## src/rtl/univ_shift_reg_pkg.sv

```systemverilog
// rtl/univ_shift_reg_pkg.sv - mode codes, FSM states and helpers for univ_shift_reg
// Purpose: shared mode code constants, burst FSM state type and the
//          is_shift_mode predicate used by the top level.
// Optional feature macro: UNIV_SHIFT_REG_ROTATE_EN (rotate / arithmetic shift).
package univ_shift_reg_pkg;

  localparam logic [2:0] MODE_HOLD = 3'b000;
  localparam logic [2:0] MODE_SHR  = 3'b001;
  localparam logic [2:0] MODE_SHL  = 3'b010;
  localparam logic [2:0] MODE_LOAD = 3'b011;
  localparam logic [2:0] MODE_ROR  = 3'b100;
  localparam logic [2:0] MODE_ROL  = 3'b101;
  localparam logic [2:0] MODE_ASR  = 3'b110;
  localparam logic [2:0] MODE_RSVD = 3'b111;

  typedef enum logic {
    ST_IDLE = 1'b0,
    ST_RUN  = 1'b1
  } state_t;

  // Burst-eligible modes. Without the rotate feature the rotate/ASR codes
  // degrade to hold, so they must not start a burst either.
  function automatic logic is_shift_mode(input logic [2:0] mode);
    logic r;
    r = (mode == MODE_SHR) || (mode == MODE_SHL);
`ifdef UNIV_SHIFT_REG_ROTATE_EN
    r = r || (mode == MODE_ROR) || (mode == MODE_ROL) || (mode == MODE_ASR);
`endif
    return r;
  endfunction

endpackage

```

## src/rtl/univ_shift_core.sv

```systemverilog
// rtl/univ_shift_core.sv - combinational next-state mux for the shift register
// Purpose: computes next Q from the mode code. Stage 0 is the leftmost stage;
//          a right shift moves data toward higher stage indices.
// Ports:
//   i_mode  [2:0]   mode code (MODE_* from univ_shift_reg_pkg)
//   i_q     [W-1:0] current register stages
//   i_d     [W-1:0] parallel load data
//   i_dsr           serial in for stage 0 on right shift
//   i_dsl           serial in for stage W-1 on left shift
//   o_q_nxt [W-1:0] next register stages
// Optional feature macro: UNIV_SHIFT_REG_ROTATE_EN (rotate / arithmetic shift).
module univ_shift_core
  import univ_shift_reg_pkg::*;
#(
  parameter int WIDTH = 4
) (
  input  logic [2:0]       i_mode,
  input  logic [WIDTH-1:0] i_q,
  input  logic [WIDTH-1:0] i_d,
  input  logic             i_dsr,
  input  logic             i_dsl,
  output logic [WIDTH-1:0] o_q_nxt
);

  always_comb begin
    o_q_nxt = i_q;
    case (i_mode)
      MODE_SHR:  o_q_nxt = {i_q[WIDTH-2:0], i_dsr};
      MODE_SHL:  o_q_nxt = {i_dsl, i_q[WIDTH-1:1]};
      MODE_LOAD: o_q_nxt = i_d;
`ifdef UNIV_SHIFT_REG_ROTATE_EN
      MODE_ROR:  o_q_nxt = {i_q[WIDTH-2:0], i_q[WIDTH-1]};
      MODE_ROL:  o_q_nxt = {i_q[0], i_q[WIDTH-1:1]};
      // Stage 0 keeps its value and is also copied into stage 1.
      MODE_ASR:  o_q_nxt = {i_q[WIDTH-2:0], i_q[0]};
`endif
      default:   o_q_nxt = i_q;
    endcase
  end

endmodule

```

## src/rtl/univ_shift_reg.sv

```systemverilog
// rtl/univ_shift_reg.sv - universal shift register with burst shift engine
// Purpose: 194-style universal shift register with a START/CNT burst engine.
// Ports:
//   CP          clock, rising edge
//   MR          asynchronous active-low reset
//   S     [2:0] mode select
//   START       burst request
//   CNT   [CW]  burst length, sampled with START
//   DSR / DSL   serial inputs for right / left shift
//   D     [W]   parallel load data
//   Q     [W]   register stages, Q[0] leftmost
//   SOR / SOL   serial outputs Q[W-1] / Q[0]
//   BUSY        burst in progress
//   DONE        registered one-cycle pulse after a burst
// Optional feature macro: UNIV_SHIFT_REG_ROTATE_EN (rotate / arithmetic shift).
module univ_shift_reg
  import univ_shift_reg_pkg::*;
#(
  parameter int WIDTH = 4,
  parameter int CW    = 4
) (
  input  logic             CP,
  input  logic             MR,
  input  logic [2:0]       S,
  input  logic             START,
  input  logic [CW-1:0]    CNT,
  input  logic             DSR,
  input  logic             DSL,
  input  logic [WIDTH-1:0] D,
  output logic [WIDTH-1:0] Q,
  output logic             SOR,
  output logic             SOL,
  output logic             BUSY,
  output logic             DONE
);

  state_t           r_state;
  state_t           w_state_nxt;
  logic [2:0]       r_mode;
  logic [2:0]       w_mode_nxt;
  logic [CW-1:0]    r_cnt;
  logic [CW-1:0]    w_cnt_nxt;
  logic [WIDTH-1:0] r_q;
  logic [WIDTH-1:0] w_q_nxt;
  logic             r_done;
  logic             w_done_nxt;
  logic [2:0]       w_core_mode;

  univ_shift_core #(.WIDTH(WIDTH)) u_core (
    .i_mode  (w_core_mode),
    .i_q     (r_q),
    .i_d     (D),
    .i_dsr   (DSR),
    .i_dsl   (DSL),
    .o_q_nxt (w_q_nxt)
  );

  always_comb begin
    w_state_nxt = r_state;
    w_mode_nxt  = r_mode;
    w_cnt_nxt   = r_cnt;
    w_done_nxt  = 1'b0;
    w_core_mode = MODE_HOLD;
    case (r_state)
      ST_IDLE: begin
        if (START && is_shift_mode(S)) begin
          // Accepting a burst (or a zero-length one) holds Q on this edge.
          if (CNT == '0) begin
            w_done_nxt = 1'b1;
          end else begin
            w_mode_nxt  = S;
            w_cnt_nxt   = CNT;
            w_state_nxt = ST_RUN;
          end
        end else begin
          w_core_mode = S;
        end
      end
      ST_RUN: begin
        w_core_mode = r_mode;
        w_cnt_nxt   = r_cnt - CW'(1);
        if (r_cnt == CW'(1)) begin
          w_state_nxt = ST_IDLE;
          w_done_nxt  = 1'b1;
        end
      end
      default: w_state_nxt = ST_IDLE;
    endcase
  end

  always_ff @(posedge CP or negedge MR) begin
    if (!MR) begin
      r_state <= ST_IDLE;
      r_mode  <= MODE_HOLD;
      r_cnt   <= '0;
      r_q     <= '0;
      r_done  <= 1'b0;
    end else begin
      r_state <= w_state_nxt;
      r_mode  <= w_mode_nxt;
      r_cnt   <= w_cnt_nxt;
      r_q     <= w_q_nxt;
      r_done  <= w_done_nxt;
    end
  end

  assign Q    = r_q;
  assign SOR  = r_q[WIDTH-1];
  assign SOL  = r_q[0];
  assign BUSY = (r_state == ST_RUN);
  assign DONE = r_done;

endmodule

```

## config.mk

```make
export PLATFORM = sky130hd
export DESIGN_NAME = univ_shift_reg
export DESIGN_NICKNAME = d
export VERILOG_FILES = /design/src/rtl/univ_shift_reg_pkg.sv /design/src/rtl/univ_shift_core.sv /design/src/rtl/univ_shift_reg.sv
export SDC_FILE = /design/constraint.sdc
export NUM_CORES = 1
export LEC_CHECK = 0
export ABC_AREA = 0
export ABC_CLOCK_PERIOD_IN_PS = 1600
export CAP_MARGIN = 20
export CORE_MARGIN = 4
export CORE_UTILIZATION = 41
export DETAILED_ROUTE_END_ITERATION = 8
export MAX_ROUTING_LAYER = met4
export PLACE_DENSITY_LB_ADDON = 0.12
export SLEW_MARGIN = 20
export SYNTH_ARGS = -nofsm -noshare
export SYNTH_HDL_FRONTEND = slang
export SYNTH_SLANG_ARGS = --single-unit
export TNS_END_PERCENT = 20
```

## constraint.sdc

```tcl
create_clock -name CP -period 1.6 [get_ports CP]
set_clock_uncertainty 0.2 [all_clocks]
set_input_delay 0.16 -clock CP [delete_from_list [all_inputs] [get_ports CP]]
set_output_delay 0.16 -clock CP [all_outputs]
set_load 0.005 [all_outputs]
```

Word-level counts from Yosys, hierarchy flattened
Index checks and enable logic that the tools add are counted.
- add/sub/neg operators: 1
- eq/ne operators: 8
- muxes and demuxes: 14
- bitwise operators: 2
- reduce and logical (&&, ||, !) cells: 6
- operators by type and width (operator ; number):
    4-bit case mux with 3 select lines ; 1
    3-bit by 2-bit == test with 1-bit output, second input constant ; 3
    4-bit two-way mux ; 2
    4-bit case mux with 2 select lines ; 1
    3-bit by 1-bit == test with 1-bit output, second input constant ; 2
    1-bit two-way mux ; 6
    3-bit case mux with 2 select lines ; 1
    4-bit by 1-bit == test with 1-bit output, second input constant ; 1
    4-bit logical NOT ; 1
    2-bit inequality test, second input constant ; 2
    1-bit case mux with 2 select lines ; 2
    4-bit by 1-bit subtractor with 4-bit output, second input constant ; 1
    3-bit two-way mux ; 1
    3-bit AND reduction ; 1
    3-bit nonzero test ; 1
    1-bit inverter ; 2
    2-bit AND reduction ; 1
    1-bit logical AND ; 1
    1-bit logical OR ; 1
- bits in registers: 13
- bits of input ports: 16
- output and inout port bits: 8
- word-level logic and storage cells: 36

Longest topological paths before layout
Gate-level depths: netlist of run 1.
- word-level depth: 7
- depth in mapped cells: 6
- gate-level depth less buffers: 6

Hierarchy
From an unflattened synthesis of run 1, not the netlist that was laid out.
- cells, all modules: 82
- area total of the unflattened synthesis: 855.8 um^2
- by module, submodules not included (module ; times used ; cells an instance ; area an instance (um^2) ; sequential area each (um^2)):
    univ_shift_reg ; 1 ; 59 ; 664.4 ; 325.3
    univ_shift_core ; 1 ; 23 ; 191.4 ; 0.0

Least setup slack after synthesis of run 1
OpenSTA, ideal clock, no wires.
- path type: reg2reg
- start: register r_state (netlist: BUSY)
- end: register r_q[0] (netlist: Q[0])
- setup time: 111 ps
- arrival time: 1423 ps
- required time: 1289 ps
- path slack: -134 ps
- cell stages (with the launch flop): 5
- path buffers: 1
- period minus slack after synthesis: 1734 ps
- cell sequence: dfrtp_1 -> buf_4 -> mux2_2 -> a31o_2 -> a222oi_1
- cells in the longest elaborated chain, start to end: 4
- elaborated cells between the ends (all ways): 7
- those cells by class: eq/ne: 3; mux: 2; bitwise: 1; reduce/logical: 1
- RTL lines (what ; RTL line ; text):
    start, declared ; univ_shift_reg.sv:37 ; state_t r_state;
    start signal, assigned ; univ_shift_reg.sv:99 ; r_state <= w_state_nxt;
    1-bit inverter (no source line) ; -- ;
    3-bit case mux with 2 select lines (*) ; univ_shift_reg.sv:64 ; case (r_state)
    3-bit by 2-bit == test with 1-bit output / 3-bit by 1-bit == test with 1-bit output (equally long branches) ; univ_shift_core.sv:27 ; case (i_mode)
    4-bit case mux with 3 select lines / 3-bit nonzero test (equally long branches) ; -- ;
    end signal, assigned ; univ_shift_reg.sv:102 ; r_q <= w_q_nxt;
    end, declared ; univ_shift_reg.sv:43 ; logic [WIDTH-1:0] r_q;
Mark *: on every way between the ends. The rest lies on a longest branch, timed or not.
A chain may end at the register's enable or synchronous reset.

Worst setup path in the final report of run 1
Ends and elaborated chain as after synthesis.

==> results of run 1 <==
tightest hold or removal path: cells and delay by family:
family / cells / cell delay (ns)
AOI/OAI and AO/OA: 1 / 0.08
and+or+nand+nor: 1 / 0.10
buffers and inverters: 1 / 0.40
final timing paths:
check	from	slack [ns]	depth (start not counted)	end
min in group asynchronous	MR	0.54	3	r_cnt[1]
hold reg to reg	r_mode[2]	0.33	1	r_mode[2]
max in group asynchronous	MR	0.49	3	BUSY
setup reg to reg	BUSY	-0.23	4	Q[0]
hold / removal	DSL	0.32	3	Q[3]
setup / recovery	BUSY	-0.23	4	Q[0]
power breakdown:
group          internal, mW  switching, mW
logic                 0.681          0.492
registers             0.477          0.130
clock network        0.0963          0.106
per-layer routing:
layer	wire length (um)	GRT usage	vias to the layer above
met4	21	0.0655	0
met2	1010	0.259	19
met5	0	-	-
li1	-	-	367
met1	882	0.220	346
met3	80	0.0258	2
cells by family (layout without fill, tap and decap cells):
kind of cell               after synthesis  in the layout  synth area share
adders and majority gates                2              2            0.0316
AOI/OAI and AO/OA                       17             17             0.185
xor gates and xnor gates                 1              1            0.0111
DFF                                     13             13             0.411
and+or+nand+nor                         24             24             0.182
buffers and inverters                   11             55            0.0680
muxes                                    8              8             0.111
state kept, by name (all words and copies together), names as in the netlist:
name,flops
DONE,1
r_cnt,4
Q,4
BUSY,1
r_mode,3
cell type report:
cell class,count,area (um^2)
Clock buffer,4,26.3
Timing Repair Buffer,44,404
Multi-Input combinational cell,52,442
Tap cell,25,31.3
Fill cell,136,527
Sequential cell,13,327
Inverter,7,26.3
metrics by stage:
stage,area [um^2],util
after floorplan,813,-
after global placement,1180,0.661
after detailed placement,1180,0.661
after CTS,1230,0.692
after global routing,1260,0.705
final,1260,0.705
synth_stat cells:
library cell | count | area share
nor4_1 | 1 | 0.0079
nor2b_1 | 1 | 0.0079
nand2b_2 | 1 | 0.011
nor2_1 | 9 | 0.043
o31ai_4 | 1 | 0.027
nand2_1 | 6 | 0.028
xnor2_1 | 1 | 0.011
o21ai_0 | 1 | 0.0063
mux2_2 | 2 | 0.028
a222oi_1 | 4 | 0.051
or4_1 | 1 | 0.0095
or4b_2 | 1 | 0.013
nor4b_4 | 1 | 0.030
buf_4 | 3 | 0.028
a221oi_1 | 3 | 0.033
mux2_4 | 1 | 0.019
a21oi_1 | 4 | 0.025
inv_1 | 7 | 0.033
dfrtp_1 | 13 | 0.41
or3b_1 | 1 | 0.011
a21o_1 | 1 | 0.0095
mux2i_1 | 5 | 0.063
ha_1 | 2 | 0.032
a211o_1 | 1 | 0.011
a31o_2 | 2 | 0.022
or3b_2 | 1 | 0.011
and2b_1 | 1 | 0.0095
buf_2 | 1 | 0.0063
what timing repair did:
action	4_1_cts	5_1_grt
setup endpoints to repair	12	16
hold buffers	1	0
setup buffers	0	2
resized for setup	7	6
cloned	0	0
hold endpoints to repair	13	0
pin swaps	3	1
==> qor.csv, run 1 <==
stage,metric,value,unit
status,status,"complete, but fails checks",
status,failing checks,setup timing,
layout,"commonest cells after routing, fill and taps aside","clkdlybuf4s50_1, buf_4, dfrtp_1",
synth,"Seq/Total Area, Yosys",0.411,
detailed_routing,vias per inst,5.06,
critical_path,crit path DAT,1.77,ns
critical_path,crit path launch type,register,
detailed_routing,final WL,2.00,mm
timing,fmax,547,MHz
die,Starting Density,0.444,
timing,Hold WS,0.323,ns
synth,Yosys reg bits,13,
worst_hold_path,hold crit path type,primary input to register,
clock_tree,CTS tree,built,
critical_path,CP Cell Sequence,"buf_6, mux2_4, a31o_4, a222oi_1",
grt,vias in the first global route,719,
clock_tree,clk buf depth,2,
detailed_routing,DR iter-0 viols,20,
critical_path,Worst Path Max Fanout,4,
critical_path,CP required,1.54,ns
synth,post-synthesis cell count,76,
timing,Final min period,1.83,ns
clock_tree,Worst-path clk slew,0.08,ns
detailed_routing,Post-DRT Antenna Nets,0,
synth,Post-Syn Area per Cell,10.4,um^2
synth,total number of yosys warnings,0,
critical_path,CP max stage cell,dfrtp_2,
synth,synthesized cell area,791,um^2
timing,Final Hold Fails,0,
critical_path,Crit path max-delay family,compound AO/OA/AOI/OAI gates,
die,Die X,51.9,um
place,GP Congestion,0.844,
critical_path,WP buf/inv,1,
die,core area,1780,um^2
place,DP Worst Slack,-0.462,ns
clock_tree,"Clk Latency, worst-skew pair",0.27,ns
pwr,worst vdd ir,1020,uV
timing,RSZ-0062 raised after global routing,yes,
pwr,Power Dens Cells,1580,nW/um^2
layout,Synth-to-Final Area Change,58.9,%
grt,GRT Overall Usage,0.168,
clock_tree,Num CTS Buffers,3,
layout,Final Non-Filler Cells,145,
detailed_routing,via count,734,
die,I/O pins,24,
layout,n_diodes,0,
grt,largest net degree at the start of global routing,14,
timing,Worst-Margin Slew,0.485,ns
timing,Slew headroom,0.675,
run,number of max-cap violations,0,
timing,Final period util,1.14,
place,Placed Cells,138,
synth,Yosys cell types,28,
pwr,P_leak,0.607,nW
layout,layout cells sized above 1,0.308,
timing,post-route worst setup slack,-0.229,ns
layout,Layout Nets,139,
grt,initial antenna violation count,0,
synth,Post-Synthesis Net Count,94,
grt,global route total overflow,0,
timing,Final Setup Violations,11,
detailed_routing,DR WL/cell,13.8,um
critical_path,Crit Path Class,register to register,
place,DP Wirelength,1.51,mm
clock_tree,CTS Root Cell,clkbuf_4,
critical_path,CP endpoint kind,register,
die,row cnt,15,
pwr,total power,1.98,mW
detailed_routing,drc violations,0,
clock_tree,H-tree depth,1,
detailed_routing,1st-pass router iterations,4,
place,PortBufs,23,
timing,setup TNS,-1.20,ns
die,Die H,51.9,um
grt,first-pass GRT wire length,3.24,mm
critical_path,CP peak stage delay,0.45,ns
die,die footprint,2700,um^2
timing,max-slew violations,0,
layout,"commonest non-fill, non-tap cell in the layout",clkdlybuf4s50_1,
clock_tree,clk sinks,13,
(Power assumes the default switching activity.)
==> run 2, diff against run 1 <==
CAP_MARGIN = 5   (was 20)
==> results of run 2 <==
Final layout, timing and power as in run 1 (identical DEF).
==> run 3, diff against run 2 <==
CTS_CLUSTER_SIZE = 14   (was unset)
==> results of run 3 <==
Final layout, timing and power as in run 1 (identical DEF).
